`src/rtl/wb_arbiter.sv`:
```
// Writeback arbiter: shares the scalar, FP and vector writeback ports among
// NUM_REQ functional units. Each register class has its own round-robin
// pointer and a single registered output stage. Class 11 requests are
// accepted and dropped, and they set a sticky illegal flag.
module wb_arbiter #(
    parameter int unsigned NUM_REQ = 4,
    parameter int unsigned XLEN    = 32,
    parameter int unsigned FLEN    = 32,
    parameter int unsigned VLEN    = 128
) (
    input  logic                    clk,
    input  logic                    rst_n,
    input  logic [NUM_REQ-1:0]      req_valid,
    output logic [NUM_REQ-1:0]      req_ready,
    input  logic [2*NUM_REQ-1:0]    req_class,
    input  logic [5*NUM_REQ-1:0]    req_rd,
    input  logic [VLEN*NUM_REQ-1:0] req_data,
    input  logic                    flush_all,
    output logic                    wb_scalar_valid,
    output logic [4:0]              wb_scalar_rd,
    output logic [XLEN-1:0]         wb_scalar_data,
    output logic                    wb_fp_valid,
    output logic [4:0]              wb_fp_rd,
    output logic [FLEN-1:0]         wb_fp_data,
    output logic                    wb_vec_valid,
    output logic [4:0]              wb_vec_rd,
    output logic [VLEN-1:0]         wb_vec_data,
    output logic                    illegal_class
);

    localparam int unsigned PW   = (NUM_REQ > 1) ? $clog2(NUM_REQ) : 1;
    localparam int unsigned NCLS = 3;  // 0 scalar, 1 FP, 2 vector

    typedef logic [PW-1:0] ptr_t;

    ptr_t               rr_ptr_q [NCLS];
    logic [NCLS-1:0]    cls_grant;
    ptr_t               win_idx [NCLS];
    logic [4:0]         win_rd [NCLS];
    logic [NUM_REQ-1:0] grant_vec;
    logic [NUM_REQ-1:0] illegal_req;

    logic               scalar_valid_q;
    logic [4:0]         scalar_rd_q;
    logic [XLEN-1:0]    scalar_data_q;
    logic               fp_valid_q;
    logic [4:0]         fp_rd_q;
    logic [FLEN-1:0]    fp_data_q;
    logic               vec_valid_q;
    logic [4:0]         vec_rd_q;
    logic [VLEN-1:0]    vec_data_q;
    logic               illegal_q;

    // (base + off) mod NUM_REQ, with off <= NUM_REQ
    function automatic ptr_t wrap_add(input ptr_t base, input int unsigned off);
        int unsigned sum;
        sum = 32'(base) + off;
        if (sum >= NUM_REQ) sum = sum - NUM_REQ;
        return ptr_t'(sum);
    endfunction

    // True when requester idx is valid and carries class cls
    function automatic logic req_hit(input ptr_t idx, input int unsigned cls);
        return req_valid[idx] && (req_class[2*32'(idx) +: 2] == 2'(cls));
    endfunction

    // Per-class round-robin search starting at the class pointer; flush blocks all grants
    always_comb begin
        grant_vec   = '0;
        illegal_req = '0;
        for (int unsigned c = 0; c < NCLS; c++) begin
            cls_grant[c] = 1'b0;
            win_idx[c]   = '0;
            for (int unsigned k = 0; k < NUM_REQ; k++) begin
                if (!cls_grant[c] && !flush_all && req_hit(wrap_add(rr_ptr_q[c], k), c)) begin
                    cls_grant[c] = 1'b1;
                    win_idx[c]   = wrap_add(rr_ptr_q[c], k);
                end
            end
            win_rd[c] = req_rd[5*32'(win_idx[c]) +: 5];
            if (cls_grant[c]) grant_vec[win_idx[c]] = 1'b1;
        end
        for (int unsigned i = 0; i < NUM_REQ; i++) begin
            illegal_req[i] = !flush_all && req_valid[i] && (req_class[2*i +: 2] == 2'b11);
        end
        req_ready = grant_vec | illegal_req;
    end

    // Register winners per class, advance pointers, track sticky illegal flag
    always_ff @(posedge clk or negedge rst_n) begin
        if (!rst_n) begin
            for (int c = 0; c < NCLS; c++) rr_ptr_q[c] <= '0;
            scalar_valid_q <= 1'b0;
            scalar_rd_q    <= '0;
            scalar_data_q  <= '0;
            fp_valid_q     <= 1'b0;
            fp_rd_q        <= '0;
            fp_data_q      <= '0;
            vec_valid_q    <= 1'b0;
            vec_rd_q       <= '0;
            vec_data_q     <= '0;
            illegal_q      <= 1'b0;
        end else if (flush_all) begin
            for (int c = 0; c < NCLS; c++) rr_ptr_q[c] <= '0;
            scalar_valid_q <= 1'b0;
            fp_valid_q     <= 1'b0;
            vec_valid_q    <= 1'b0;
        end else begin
            for (int c = 0; c < NCLS; c++) begin
                if (cls_grant[c]) rr_ptr_q[c] <= wrap_add(win_idx[c], 1);
            end
            // x0 writes are consumed but never strobed
            scalar_valid_q <= cls_grant[0] && (win_rd[0] != 5'd0);
            if (cls_grant[0]) begin
                scalar_rd_q   <= win_rd[0];
                scalar_data_q <= req_data[VLEN*32'(win_idx[0]) +: XLEN];
            end
            fp_valid_q <= cls_grant[1];
            if (cls_grant[1]) begin
                fp_rd_q   <= win_rd[1];
                fp_data_q <= req_data[VLEN*32'(win_idx[1]) +: FLEN];
            end
            vec_valid_q <= cls_grant[2];
            if (cls_grant[2]) begin
                vec_rd_q   <= win_rd[2];
                vec_data_q <= req_data[VLEN*32'(win_idx[2]) +: VLEN];
            end
            if (|illegal_req) illegal_q <= 1'b1;
        end
    end

    // Flush masks the strobes in the same cycle the scoreboard is flushed
    assign wb_scalar_valid = scalar_valid_q & ~flush_all;
    assign wb_scalar_rd    = scalar_rd_q;
    assign wb_scalar_data  = scalar_data_q;
    assign wb_fp_valid     = fp_valid_q & ~flush_all;
    assign wb_fp_rd        = fp_rd_q;
    assign wb_fp_data      = fp_data_q;
    assign wb_vec_valid    = vec_valid_q & ~flush_all;
    assign wb_vec_rd       = vec_rd_q;
    assign wb_vec_data     = vec_data_q;
    assign illegal_class   = illegal_q;

endmodule

```
`config.mk`:
```
export PLATFORM = sky130hd
export DESIGN_NAME = wb_arbiter
export DESIGN_NICKNAME = d
export VERILOG_FILES = /design/src/rtl/wb_arbiter.sv
export SDC_FILE = /design/constraint.sdc
export NUM_CORES = 1
export LEC_CHECK = 0
export ABC_AREA = 1
export BUFFER_PORTS_ARGS = -buffer_cell sky130_fd_sc_hd__buf_2
export CAP_MARGIN = 20
export CELL_PAD_IN_SITES_DETAIL_PLACEMENT = 1
export CELL_PAD_IN_SITES_GLOBAL_PLACEMENT = 2
export CORE_AREA = 2 2 298 300
export DETAILED_ROUTE_END_ITERATION = 8
export DIE_AREA = 0 0 300 302
export PLACE_DENSITY = 0.83
export SKIP_LAST_GASP = 1
export SLEW_MARGIN = 20
export SYNTH_ARGS = -nofsm -noshare
export SYNTH_HDL_FRONTEND = slang
export SYNTH_SLANG_ARGS = --single-unit
export TNS_END_PERCENT = 100
```
`constraint.sdc`:
```
create_clock -name clk -period 5.81 [get_ports clk]
set_input_delay 0.581 -clock clk [delete_from_list [all_inputs] [get_ports clk]]
set_output_delay 0.581 -clock clk [all_outputs]
set_load 0.01 [all_outputs]
```
==> qor.yml <==
clk_path_buf_depth: 3
critPathSlowestCell: "dfrtp_1"
fin_crit_ns: 4.545
h-tree-depth: 2
fin_crit_sh_pct: 78.24
hold_viol_final: 0
critPathLaunch: "rr_ptr_q[0]"
tightest_slew_ns: 0.9668
grt_overflow: 0
yosys_register_bits: 217
cts_buffers: 34
cp-end-kind: "primary output"
synth_cell_types: 37
syn_avg_cell_area_um2: 5.739
p_leak_nw: 13.99
antenna_found_initial: 24
status: "finished, final reports clean"
post_drt_via_cell_ratio: 4.346
initial_core_util_pct: 19.58
reg2reg_depth: 16
clock_latency_ns: 0.55
setup_viol: 0
crit_top_cell: "nor2_1"
holdBufCountCts: 0
r2r_start: "rr_ptr_q[0]"
cp_num_buf_inv: 3
place_congestion: 0.8723
grt_usage_pct: 19.88
nFillCells: 11620
fin_tns_setup_ns: 0
postRouteAntennaNets: 0
cts_tree: "done"
cpLargestDelayFamily: "simple AND/OR/NAND/NOR gates"
area_growth_pct: 33.20
die_w_um: 300
avgRoutedWirePerCell_um: 19.34
setup_ws_ns: 1.265
drive_above_1_share_pct: 24.04
max_stage_delay_ns: 0.52
core_area_um2: 87560
critPathKind: "flop to primary output"
drv_cap: 0
max_freq_mhz: 220.0
rsz0062_at_grt: "no"
syn_nets: 3542
synth_seq_area_share_pct: 31.68
wirelength_um: 93400
cts_root_buf: "clkbuf_16"
drtPass1Iterations: 5
drc: 0
syn-instance-count: 2987
die_y_um: 302
final_max_slew_viol_count: 0
hold_class: "input pin to async pin"
p_per_area_nw_per_um2: 693.9
vias: 20990
io_buffers: 761
ctsResizeCount: 0
multi_input_area_um2: 9339
maxSlewHeadroom_pct: 35.55
cts_setup_buffers: 0
worstPathCellList: "inv_1 > nand4_1 > nand2_1 > nor2_1 > a21oi_1 > nand2_1 > nand3b_1 > nor2_1 > nor2_1 > nand2_8 > inv_6 > ha_1 > a21oi_1 > nand3_1 > buf_2"
first_global_vias: 21430
place.detailed.hpwl_um: 69390
ff_latch_area_um2: 5430
grt_max_degree: 150
place_ws_ns: 1.636
die_area_um2: 90600
required_ns: 5.23
syn_area_um2: 17140
io_pins: 762
yosysWarnings: 0
placementRows: 109
drt_iter0_drc: 1130
reg2reg_slack_ns: 1.91
clk_pin_slew_ns: 0.05
cp_max_fo: 72
vdd_ir_drop_max_mv: 0.7804
worstPathArrival_ns: 3.96
reg2reg_to: "wb_vec_data[89]"
clkSinkCount: 217
startpoint_type: "flop"
layout.nets: 4185
grt_pass1_wl_um: 136400
finClkSkew_ns: 0.02692
## sequential cells by signal, summed over array words and instances (netlist names)
| name | cells |
|---|---|
| wb_vec_data | 128 |
| wb_fp_data | 32 |
| wb_scalar_data | 32 |
| rr_ptr_q | 6 |
| wb_fp_rd | 5 |
| wb_scalar_rd | 5 |
| wb_vec_rd | 5 |
| fp_valid_q | 1 |
| illegal_class | 1 |
| scalar_valid_q | 1 |
| vec_valid_q | 1 |
## power breakdown
group          total [W]  internal, W  switching, W
clock network    0.00210      0.00126      0.000848
registers        0.00279      0.00233      0.000455
logic             0.0110      0.00309       0.00786
## cells in the mapped netlist (all sizes together)
cell    instances  share of area, %
nand2        1643                36
o21bai          1             0.044
dfrtp         217                32
nor3            3             0.088
and2            1             0.037
nand3b          4              0.20
nand3         223               6.6
o21ai         232               6.9
a21oi           6              0.18
clkbuf         33              0.72
nor4            4              0.15
xor2            3              0.28
o211ai          3              0.16
clkinv          1             0.022
nor2           36              0.98
a31oi           4              0.15
nand4          28               1.1
buf           144               5.2
inv           377               8.3
o22ai          16              0.58
ha              8              0.58
## cells in the final DEF (no fill, tap or decap), drive strengths merged
| master | netlist | layout |
|---|---|---|
| nand2 | 1643 | 1643 |
| buf | 144 | 784 |
| inv | 377 | 379 |
| o21ai | 232 | 232 |
| nand3 | 223 | 223 |
| dfrtp | 217 | 217 |
| clkbuf | 33 | 46 |
| nor2 | 36 | 36 |
| nand4 | 28 | 28 |
| o22ai | 16 | 16 |
| diode | 0 | 12 |
| ha | 8 | 8 |
| clkinv | 1 | 8 |
| a21oi | 6 | 6 |
| nor4 | 4 | 4 |
| a31oi | 4 | 4 |
| nand3b | 4 | 4 |
| xor2 | 3 | 3 |
| nor3 | 3 | 3 |
| bufinv | 0 | 3 |
| o211ai | 3 | 3 |
| o21bai | 1 | 1 |
| and2 | 1 | 1 |
| clkinvlp | 0 | 1 |
## metrics by stage
| stage | area [µm²] | hold slack (ns) | power (W) | cells | utilization, % |
|---|---|---|---|---|---|
| 3_3_place_gp | 21710 | 0.4570 | 0.01382 | 4759 | 24.80 |
| 4_1_cts | 22800 | 0.07592 | 0.01620 | 4818 | 26.04 |
| 3_5_place_dp | 21710 | 0.4595 | 0.01398 | 4759 | 24.80 |
| 5_1_grt | 22830 | 0.05375 | 0.01754 | 4827 | 26.07 |
| 2_1_floorplan | 17140 | 0.2854 | 0.01006 | 2987 | - |
| 6_report | 22830 | 0.02597 | 0.01584 | 4830 | 26.08 |
## metal layers
| metal | wire [µm] | global-route usage, % | vias up |
|---|---|---|---|
| li1 | - | - | 10360 |
| met4 | 2925 | 6.476 | 22 |
| met3 | 7506 | 6.191 | 155 |
| met5 | 125 | 0 | - |
| met1 | 37590 | 23.08 | 9843 |
| met2 | 45250 | 34.70 | 611 |
## kinds of logic (layout without fill, tap and decap cells)
kind of cell | after synthesis | in the layout | synth area share, %
other cells | 0 | 12 | 0
flops | 217 | 217 | 31.68
buf+inv | 555 | 1221 | 14.17
simple gates | 1942 | 1942 | 45.31
xor+xnor | 3 | 3 | 0.2847
fa+ha+maj | 8 | 8 | 0.5840
compound gates | 262 | 262 | 7.971
## how the worst max path moves through the flow
stage                     cells past startpoint  slack, ns            to
after detailed placement                     12       1.64  req_ready[0]
after global placement                       12       1.68  req_ready[1]
after floorplan                              12       2.97  req_ready[0]
final                                        15       1.26  req_ready[0]
after global routing                         15       0.91  req_ready[1]
after CTS                                    15       1.20  req_ready[0]
## final cells by class
cell class / instances / share of cell area [%]
repair buffers: 784 / 17.75
clock buffers: 46 / 4.055
multi-input cells: 2215 / 40.90
flip-flops and latches: 217 / 23.78
diodes: 12 / 0.1315
inverters: 378 / 6.269
well taps: 1165 / 6.384
clock inverters: 13 / 0.7233
Power figures use the tool's default switching activity.
